[src/rtl/alu_pkg.sv]
// alu_pkg: CU instruction codes, issue FSM state and code classification shared with the IDU.
package alu_pkg;

  localparam int unsigned CODE_W = 6;
  typedef logic [CODE_W-1:0] cu_code_t;

  localparam cu_code_t OP_BEQ   = 6'd4;
  localparam cu_code_t OP_BNE   = 6'd5;
  localparam cu_code_t OP_BLT   = 6'd6;
  localparam cu_code_t OP_BGE   = 6'd7;
  localparam cu_code_t OP_BLTU  = 6'd8;
  localparam cu_code_t OP_BGEU  = 6'd9;
  localparam cu_code_t OP_ADDI  = 6'd18;
  localparam cu_code_t OP_SLTI  = 6'd19;
  localparam cu_code_t OP_SLTIU = 6'd20;
  localparam cu_code_t OP_XORI  = 6'd21;
  localparam cu_code_t OP_ORI   = 6'd22;
  localparam cu_code_t OP_ANDI  = 6'd23;
  localparam cu_code_t OP_SLLI  = 6'd24;
  localparam cu_code_t OP_SRLI  = 6'd25;
  localparam cu_code_t OP_SRAI  = 6'd26;
  localparam cu_code_t OP_ADD   = 6'd27;
  localparam cu_code_t OP_SUB   = 6'd28;
  localparam cu_code_t OP_SLL   = 6'd29;
  localparam cu_code_t OP_SLT   = 6'd30;
  localparam cu_code_t OP_SLTU  = 6'd31;
  localparam cu_code_t OP_XOR   = 6'd32;
  localparam cu_code_t OP_SRL   = 6'd33;
  localparam cu_code_t OP_SRA   = 6'd34;
  localparam cu_code_t OP_OR    = 6'd35;
  localparam cu_code_t OP_AND   = 6'd36;

  typedef enum logic [1:0] {
    ST_IDLE = 2'd0,
    ST_BUSY = 2'd1,
    ST_RESP = 2'd2
  } issue_state_e;

  function automatic logic is_branch(input cu_code_t code);
    return (code >= OP_BEQ) && (code <= OP_BGEU);
  endfunction

  // SLTIU is decoded by the CU but the ALU has no implementation for it
  function automatic logic is_legal_alu(input cu_code_t code);
    return is_branch(code) || (code == OP_ADDI) || (code == OP_SLTI) ||
           ((code >= OP_XORI) && (code <= OP_AND));
  endfunction

endpackage

[src/rtl/alu_operand_sel.sv]
// alu_operand_sel: operand-2 mux, branch-target adder and code legality, all combinational;
// the issue controller registers these at accept.
module alu_operand_sel
  import alu_pkg::*;
(
  input  logic [CODE_W-1:0] instr_i,
  input  logic [31:0]       rs2_i,
  input  logic [31:0]       imm_i,
  input  logic [31:0]       pc_i,
  input  logic              use_imm_i,
  output logic [31:0]       dat2_o,
  output logic [31:0]       br_target_o,
  output logic              legal_o,
  output logic              branch_o
);

  assign dat2_o      = use_imm_i ? imm_i : rs2_i;
  assign br_target_o = pc_i + imm_i;
  assign legal_o     = is_legal_alu(instr_i);
  assign branch_o    = is_branch(instr_i);

endmodule

[src/rtl/alu_issue_ctrl.sv]
// alu_issue_ctrl: issues one CU operation to the ALU and returns a registered writeback/branch response.
// Optional ALU_ISSUE_TIMEOUT_EN bounds the wait for ALU_ready to TIMEOUT_CYCLES.
//   state   | meaning
//   ST_IDLE | in_ready=1, waiting for in_valid
//   ST_BUSY | dat_ready=1, operands held until ALU_ready
//   ST_RESP | wb_valid=1 for one cycle
module alu_issue_ctrl
  import alu_pkg::*;
#(
  parameter int unsigned TIMEOUT_CYCLES = 16
) (
  input  logic        soc_clk,
  input  logic        reset,
  input  logic        in_valid,
  output logic        in_ready,
  input  logic [5:0]  in_instr,
  input  logic [31:0] in_rs1,
  input  logic [31:0] in_rs2,
  input  logic [31:0] in_imm,
  input  logic [31:0] in_pc,
  input  logic        in_use_imm,
  input  logic [4:0]  in_rd,
  output logic [31:0] ALU_dat1,
  output logic [31:0] ALU_dat2,
  output logic [5:0]  Instruction_to_CU,
  output logic        dat_ready,
  input  logic [31:0] ALU_out,
  input  logic        ALU_ready,
  input  logic        ALU_con_met,
  input  logic        ALU_overflow,
  input  logic        ALU_zero,
  input  logic        ALU_err,
  output logic        wb_valid,
  output logic        wb_we,
  output logic [4:0]  wb_rd,
  output logic [31:0] wb_data,
  output logic        br_valid,
  output logic        br_taken,
  output logic [31:0] br_target,
  output logic        resp_overflow,
  output logic        resp_zero,
  output logic        resp_err
);

  issue_state_e state_q, state_d;
  logic [31:0] dat1_q, dat1_d, dat2_q, dat2_d, br_target_q, br_target_d, wb_data_q, wb_data_d;
  logic [5:0]  instr_q, instr_d;
  logic [4:0]  rd_q, rd_d, wb_rd_q, wb_rd_d;
  logic        dat_ready_q, dat_ready_d, branch_q, branch_d;
  logic        wb_valid_q, wb_valid_d, wb_we_q, wb_we_d, br_valid_q, br_valid_d;
  logic        br_taken_q, br_taken_d, ovf_q, ovf_d, zero_q, zero_d, err_q, err_d;

  logic [31:0] sel_dat2, sel_target;
  logic        sel_legal, sel_branch;

  alu_operand_sel u_sel (
    .instr_i     (in_instr),
    .rs2_i       (in_rs2),
    .imm_i       (in_imm),
    .pc_i        (in_pc),
    .use_imm_i   (in_use_imm),
    .dat2_o      (sel_dat2),
    .br_target_o (sel_target),
    .legal_o     (sel_legal),
    .branch_o    (sel_branch)
  );

`ifdef ALU_ISSUE_TIMEOUT_EN
  localparam int unsigned WAIT_W = (TIMEOUT_CYCLES > 1) ? $clog2(TIMEOUT_CYCLES) : 1;
  localparam logic [WAIT_W-1:0] WAIT_LAST = WAIT_W'(TIMEOUT_CYCLES - 1);
  logic [WAIT_W-1:0] wait_q, wait_d;
`else
  logic unused_timeout;
  assign unused_timeout = |TIMEOUT_CYCLES;
`endif

  always_comb begin
    state_d     = state_q;
    dat1_d      = dat1_q;
    dat2_d      = dat2_q;
    instr_d     = instr_q;
    rd_d        = rd_q;
    branch_d    = branch_q;
    br_target_d = br_target_q;
    dat_ready_d = dat_ready_q;
    wb_valid_d  = 1'b0;
    wb_we_d     = wb_we_q;
    wb_rd_d     = wb_rd_q;
    wb_data_d   = wb_data_q;
    br_valid_d  = br_valid_q;
    br_taken_d  = br_taken_q;
    ovf_d       = ovf_q;
    zero_d      = zero_q;
    err_d       = err_q;
`ifdef ALU_ISSUE_TIMEOUT_EN
    wait_d      = wait_q;
`endif
    case (state_q)
      ST_IDLE: begin
        if (in_valid) begin
          rd_d        = in_rd;
          branch_d    = sel_branch;
          br_target_d = sel_target;
          if (sel_legal) begin
            dat1_d      = in_rs1;
            dat2_d      = sel_dat2;
            instr_d     = in_instr;
            dat_ready_d = 1'b1;
            state_d     = ST_BUSY;
`ifdef ALU_ISSUE_TIMEOUT_EN
            wait_d      = '0;
`endif
          end else begin
            // illegal code answers immediately; the ALU-facing registers stay untouched
            wb_valid_d = 1'b1;
            wb_we_d    = 1'b0;
            wb_rd_d    = in_rd;
            wb_data_d  = '0;
            br_valid_d = sel_branch;
            br_taken_d = 1'b0;
            ovf_d      = 1'b0;
            zero_d     = 1'b0;
            err_d      = 1'b1;
            state_d    = ST_RESP;
          end
        end
      end
      ST_BUSY: begin
        if (ALU_ready) begin
          dat_ready_d = 1'b0;
          wb_valid_d  = 1'b1;
          wb_we_d     = !branch_q && (rd_q != 5'd0) && !ALU_err;
          wb_rd_d     = rd_q;
          wb_data_d   = ALU_out;
          br_valid_d  = branch_q;
          br_taken_d  = branch_q && ALU_con_met;
          ovf_d       = ALU_overflow;
          zero_d      = ALU_zero;
          err_d       = ALU_err;
          state_d     = ST_RESP;
        end
`ifdef ALU_ISSUE_TIMEOUT_EN
        else if (wait_q == WAIT_LAST) begin
          dat_ready_d = 1'b0;
          wb_valid_d  = 1'b1;
          wb_we_d     = 1'b0;
          wb_rd_d     = rd_q;
          wb_data_d   = '0;
          br_valid_d  = branch_q;
          br_taken_d  = 1'b0;
          ovf_d       = 1'b0;
          zero_d      = 1'b0;
          err_d       = 1'b1;
          state_d     = ST_RESP;
        end else begin
          wait_d = wait_q + WAIT_W'(1);
        end
`endif
      end
      ST_RESP: state_d = ST_IDLE;
      default: state_d = ST_IDLE;
    endcase
  end

  always_ff @(posedge soc_clk) begin
    if (reset) begin
      state_q     <= ST_IDLE;
      dat1_q      <= '0;
      dat2_q      <= '0;
      instr_q     <= '0;
      rd_q        <= '0;
      branch_q    <= 1'b0;
      br_target_q <= '0;
      dat_ready_q <= 1'b0;
      wb_valid_q  <= 1'b0;
      wb_we_q     <= 1'b0;
      wb_rd_q     <= '0;
      wb_data_q   <= '0;
      br_valid_q  <= 1'b0;
      br_taken_q  <= 1'b0;
      ovf_q       <= 1'b0;
      zero_q      <= 1'b0;
      err_q       <= 1'b0;
`ifdef ALU_ISSUE_TIMEOUT_EN
      wait_q      <= '0;
`endif
    end else begin
      state_q     <= state_d;
      dat1_q      <= dat1_d;
      dat2_q      <= dat2_d;
      instr_q     <= instr_d;
      rd_q        <= rd_d;
      branch_q    <= branch_d;
      br_target_q <= br_target_d;
      dat_ready_q <= dat_ready_d;
      wb_valid_q  <= wb_valid_d;
      wb_we_q     <= wb_we_d;
      wb_rd_q     <= wb_rd_d;
      wb_data_q   <= wb_data_d;
      br_valid_q  <= br_valid_d;
      br_taken_q  <= br_taken_d;
      ovf_q       <= ovf_d;
      zero_q      <= zero_d;
      err_q       <= err_d;
`ifdef ALU_ISSUE_TIMEOUT_EN
      wait_q      <= wait_d;
`endif
    end
  end

  assign in_ready          = (state_q == ST_IDLE);
  assign ALU_dat1          = dat1_q;
  assign ALU_dat2          = dat2_q;
  assign Instruction_to_CU = instr_q;
  assign dat_ready         = dat_ready_q;
  assign wb_valid          = wb_valid_q;
  assign wb_we             = wb_we_q;
  assign wb_rd             = wb_rd_q;
  assign wb_data           = wb_data_q;
  assign br_valid          = br_valid_q;
  assign br_taken          = br_taken_q;
  assign br_target         = br_target_q;
  assign resp_overflow     = ovf_q;
  assign resp_zero         = zero_q;
  assign resp_err          = err_q;

endmodule
[config.mk]
export PLATFORM = sky130hd
export DESIGN_NAME = alu_issue_ctrl
export DESIGN_NICKNAME = d
export VERILOG_FILES = /design/src/rtl/alu_pkg.sv /design/src/rtl/alu_operand_sel.sv /design/src/rtl/alu_issue_ctrl.sv
export SDC_FILE = /design/constraint.sdc
export NUM_CORES = 1
export LEC_CHECK = 0
export CAP_MARGIN = 20
export CORE_MARGIN = 3
export CORE_UTILIZATION = 30
export CTS_BUF_LIST = sky130_fd_sc_hd__clkbuf_4 sky130_fd_sc_hd__clkbuf_8
export DETAILED_ROUTE_END_ITERATION = 10
export PLACE_DENSITY_LB_ADDON = 0.08
export SETUP_SLACK_MARGIN = 0.4
export SLEW_MARGIN = 20
export SYNTH_ARGS = -nofsm -noshare
export SYNTH_HDL_FRONTEND = slang
export SYNTH_SLANG_ARGS = --single-unit
[constraint.sdc]
create_clock -name soc_clk -period 3.15 [get_ports soc_clk]
set_clock_uncertainty 0.2 [all_clocks]
set_input_delay 0.7875 -clock soc_clk [delete_from_list [all_inputs] [get_ports soc_clk]]
set_output_delay 0.7875 -clock soc_clk [all_outputs]
set_load 0.01 [all_outputs]
# Yosys cells after proc, flatten, opt, wreduce, memory -nomap -nowiden
# Cells that the tools add are included.
op_classes:
  add_sub_neg: 1
  magnitude_cmp: 4
  eq_ne: 7
  mux: 39
  n_reduce_logical: 18
ops:
  columns: ["operator", "n"]
  rows:
  - ["32-bit two-way mux", 4]
  - ["32-bit case mux with 2 select lines", 1]
  - ["32-bit adder", 1]
  - ["1-bit two-way mux", 18]
  - ["1-bit case mux with 2 select lines", 8]
  - ["5-bit two-way mux", 3]
  - ["6-bit by 5-bit equality test with 1-bit output, second input constant", 2]
  - ["5-bit case mux with 2 select lines", 1]
  - ["4-bit AND reduction", 2]
  - ["6-bit by 3-bit >= comparator with 1-bit output, second input constant", 1]
  - ["6-bit by 5-bit >= comparator with 1-bit output, second input constant", 1]
  - ["6-bit by 4-bit <= comparator with 1-bit output, second input constant", 1]
  - ["6-bit <= comparator, second input constant", 1]
  - ["2-bit two-way mux", 3]
  - ["2-bit inequality test, second input constant", 3]
  - ["1-bit logical AND", 5]
  - ["5-bit nonzero test", 1]
  - ["2-bit case mux with 2 select lines", 1]
  - ["2-bit AND reduction", 2]
  - ["1-bit logical OR", 3]
  - ["3-bit AND reduction", 1]
  - ["2-bit by 1-bit equality test with 1-bit output, second input constant", 1]
  - ["1-bit zero test", 2]
  - ["2-bit zero test", 1]
  - ["2 further kinds", 2]
totals:
  register_bits: 155
  out_inout_bits: 148
  elab_cells: 86

# Depth between registers and ports, before layout
logic_depth:
  word_depth: 8
  mapped_depth: 9
  ltp_nobuf: 9

# Cells and area by module
# From an unflattened synthesis, not the netlist that was laid out.
unflattened:
  cells_unflattened: 971
  hier_area_um2: 7748.7
modules_own_cells:
  columns: ["module", "n_inst", "cells_each", "area_each_um2", "seq_area_each_um2"]
  rows:
  - ["alu_issue_ctrl", 1, 696, 5625.4, 3103.0]
  - ["alu_operand_sel", 1, 275, 2123.3, 0.0]

# Worst setup path before layout
# No wires, ideal clock.
synth_timing:
  kind: "in2reg"
  from: "input in_imm[0]"
  to: "register br_target_q[30] (netlist: br_target[30])"
  setup_time_ps: 122
  t_arrival_ps: 2747
  setup_slack_ps: 81
  path_stages: 9
  path_cell_list: "ha_1 fa_1 a21o_1 a221oi_2 o21bai_2 o211ai_2 nand2_1 and3_1 a221o_1"
synth_between:
  elab_chain_cells: 1
synth_lines:
  columns: ["item", "line", "text"]
  rows:
  - ["from (decl)", "alu_issue_ctrl.sv:19", "input logic [31:0] in_imm,"]
  - ["32-bit adder", "alu_operand_sel.sv:18", "assign br_target_o = pc_i + imm_i;"]
  - ["to (signal assigned)", "alu_issue_ctrl.sv:194", "br_target_q <= br_target_d;"]
  - ["to (decl)", "alu_issue_ctrl.sv:46", "logic [31:0] dat1_q, dat1_d, dat2_q, dat2_d, br_target_q, br_target_d, wb_data_q, wb_data_d;"]
# Every way passes these cells.
# A chain may end at the register's enable or synchronous reset.

# Final worst setup path
layout_timing:
  from: "input in_pc[16]"
  to: "register br_target_q[23] (netlist: br_target[23])"
layout_between:
  elab_chain_cells: 1
layout_lines:
  columns: ["item", "line", "text"]
  rows:
  - ["from (decl)", "alu_issue_ctrl.sv:20", "input logic [31:0] in_pc,"]
  - ["32-bit adder", "alu_operand_sel.sv:18", null]
# Every way passes these cells.

==> impl_metrics.yaml <==
status:
  status: "complete, no violations"
setup_path:
  critPathMaxFanout: 7
  crit_type: "in -> reg"
  worst-r2r-cell-count: 5
  reg2reg_to: "br_target[29]"
  critPathLaunchType: "input pin"
  cp.arrival_ps: 2890
  crit_top_cell: "buf_4"
  end_kind: "register"
  setup.reg_to_reg.worst_slack_ps: 970
  crit_path_top_delay_cell: "clkdlybuf4s50_1"
  critPathMaxStageDelay_ps: 450
  r2r_start: "state_q[1]"
  worstPathRequired_ps: 3340
  worstPathCellList: "clkdlybuf4s50_1 -> ha_4 -> buf_4 -> and2_4 -> nand3_2 -> buf_4 -> a311oi_1 -> a21oi_1 -> xor2_1 -> o21ai_0"
logic_synthesis:
  avgSynthCellArea_um2: 8.039
  synth_seq_area_share: 0.4068
  ys_warn_count: 0
  syn_area_mm2: 0.007629
  synthTopCellsByArea: "dfxtp_1, nand2_1, a21oi_1, ha_1, mux2i_1"
  synth_edf_count: 0
  synth_fp_nets: 1161
  ys_ff_latch: 155
  yosysTopAreaCell: "dfxtp_1"
  synth_cell_types: 64
  synthCells: 949
  synthArstFlopShare: 0
  synth_top_flop_cell: "dfxtp_1"
  yosys.area.top_type_share: 0.4068
finish:
  final_common_cell: "clkdlybuf4s50_1"
  drive_gt1_frac: 0.1556
  final_nets: 1542
  final_cell_mix: "clkdlybuf4s50_1, nand2_1, dfxtp_1"
  nFillCells: 2431
  area_growth_pct: 66.59
  regArea_mm2: 0.003103
  n_antenna_cell: 0
  fin_area_mm2: 0.01271
  multi_input_area_mm2: 0.004624
placed_design:
  place.gp.congestion: 0.8412
  hpwl_mm: 20.17
  place_ws_ps: -449.4
  placed_cell_area_mm2: 0.01190
  io_buffers: 327
floorplan:
  die_h_um: 165.5
  die_area_mm2: 0.02738
  die_x_um: 165.5
  rows: 57
  fp.coreArea_mm2: 0.02468
  io_pins: 328
  start_util: 0.3091
drt:
  drtIter0Drc: 449
  avgViaCountPerCell: 4.843
  drt_wl_total_mm: 27.07
  vias: 8073
  drcViolationCount: 0
  antenna_left: 0
  routedWlPerCell_um: 16.24
  dr.pass1.iters: 4
pwr:
  peakVddDrop_uv: 222.9
  leakage_uw: 0.004837
  p_total_uw: 5283
  cellPowerDensity_mw_per_mm2: 415.7
global_route:
  grt_max_degree: 58
  grt.overflow.total: 0
  grt_pass1_vias: 7715
  antenna_found_initial: 0
  globalRouteTotalUtil: 0.1877
  grt_pass1_wl_mm: 40.84
sta:
  relSlewSlack: 0.5981
  min_period_ps: 2696
  finalCritPeriodShare: 0.8560
  drv_slew: 0
  finalWorstSetupSlack_ps: 453.6
  finalHoldViolations: 0
  grt_setup_unrepaired: "false"
  timing.fmax_mhz: 370.9
  setup_violations: 0
  worst_slew_pin_slew_ps: 601.6
hold_path:
  worstHoldEndpoint: "wb_we"
  hold_depth: 2
  hold_path.startpoint: "wb_we"
  hold_class: "reg -> reg"
cts:
  clk_latency_ps: 440
  htreeDepth: 4
  cts.sinks: 155
  cts_tree: "built"
  clk_path_buf_depth: 2
  cts_buffers: 17
  clkSlewWorstSetupHoldPaths_ps: 110
  clockRootBuffer: "clkbuf_8"
  cts_hold_buf: 0
job:
  maxCapViolations: 0
[per-stage QoR]
stage	std cells	hold WS, ps	util	TNS (ps)
after global routing	1667	269.5	0.5150	0
final	1667	251.2	0.5150	0
after floorplan	949	243.4	-	0
after detailed placement	1630	241.7	0.4823	-7289
after global placement	1630	237.3	0.4823	-5975
after CTS	1663	254.9	0.5039	0
[timing repair]
action,4_1_cts,5_1_grt
setup endpoints to repair,22,18
cloned,0,1
setup buffers,1,3
resized for setup,44,49
pin swaps,18,28
[sequential cells by signal, indices dropped and copies added, names as in the netlist, 2 cells and up]
| signal | count |
|---|---|
| rd_q | 5 |
| ALU_dat2 | 32 |
| wb_rd | 5 |
| state_q | 2 |
| br_target | 32 |
| ALU_dat1 | 32 |
| Instruction_to_CU | 6 |
| wb_data | 32 |
[how the worst max path moves through the flow]
stage / start / cells after the start / slack [ps] / to
floorplan: in_imm[0] / 9 / 220 / br_target[30]
global placement: in_imm[0] / 11 / -430 / br_target[30]
detailed placement: in_imm[0] / 11 / -450 / br_target[30]
CTS: in_pc[0] / 11 / 390 / br_target[30]
global route: in_pc[16] / 11 / 380 / br_target[29]
finish: in_pc[16] / 10 / 450 / br_target[23]
[area by class of cell]
| class | instances | area share |
|---|---|---|
| flip-flops and latches | 155 | 0.2442 |
| inverters | 8 | 0.002363 |
| clock buffers | 18 | 0.01900 |
| multi-input cells | 715 | 0.3639 |
| repair buffers | 433 | 0.3283 |
| clock inverters | 14 | 0.01034 |
| well taps | 324 | 0.03190 |
[routing by layer]
| metal | share of wire | vias up | GRT usage |
|---|---|---|---|
| met5 | 0 | - | 0 |
| met4 | 0.011 | 0 | 0.04612 |
| met3 | 0.089 | 20 | 0.06735 |
| met2 | 0.46 | 235 | 0.3079 |
| met1 | 0.44 | 3703 | 0.2354 |
| li1 | - | 4115 | - |
[power breakdown]
group,leakage (uW),switching (uW),internal [uW]
Combinational,0.00338,767,871
Clock,0.000187,889,590
Sequential,0.00127,72.9,2090
[kinds of logic (layout without fill, tap and decap cells)]
group,Yosys count,after routing,synth area share
mux,39,39,0.05134
xor+xnor,19,19,0.02181
compound gates,257,257,0.2144
simple gates,368,368,0.2108
flops,155,155,0.4068
fa+ha+maj,32,32,0.05347
buf+inv,79,473,0.04150
[cells in the mapped netlist (all sizes together) (2+ instances only)]
master / instances
a211oi: 45
a21boi: 3
a21o: 13
a21oi: 130
a311oi: 3
a31oi: 7
a41oi: 2
and2: 4
and3: 6
buf: 21
clkbuf: 50
dfxtp: 155
ha: 31
inv: 8
mux2i: 38
nand2: 185
nand2b: 4
nand3: 53
nand4: 12
nor2: 74
nor2b: 6
nor3: 8
nor4: 2
nor4b: 2
o2111ai: 2
o211ai: 8
o21a: 2
o21ai: 24
o21bai: 4
o311a: 2
o311ai: 3
o31ai: 2
or2: 2
or4: 8
xnor2: 11
xor2: 8
[critical path, delay by kind of cell]
family | cells | cell delay [ps]
compound gates | 3 | 650
xor+xnor | 1 | 160
fa+ha+maj | 1 | 290
buf+inv | 3 | 750
simple gates | 2 | 250
Note: power is estimated with default switching activity, not from simulation.
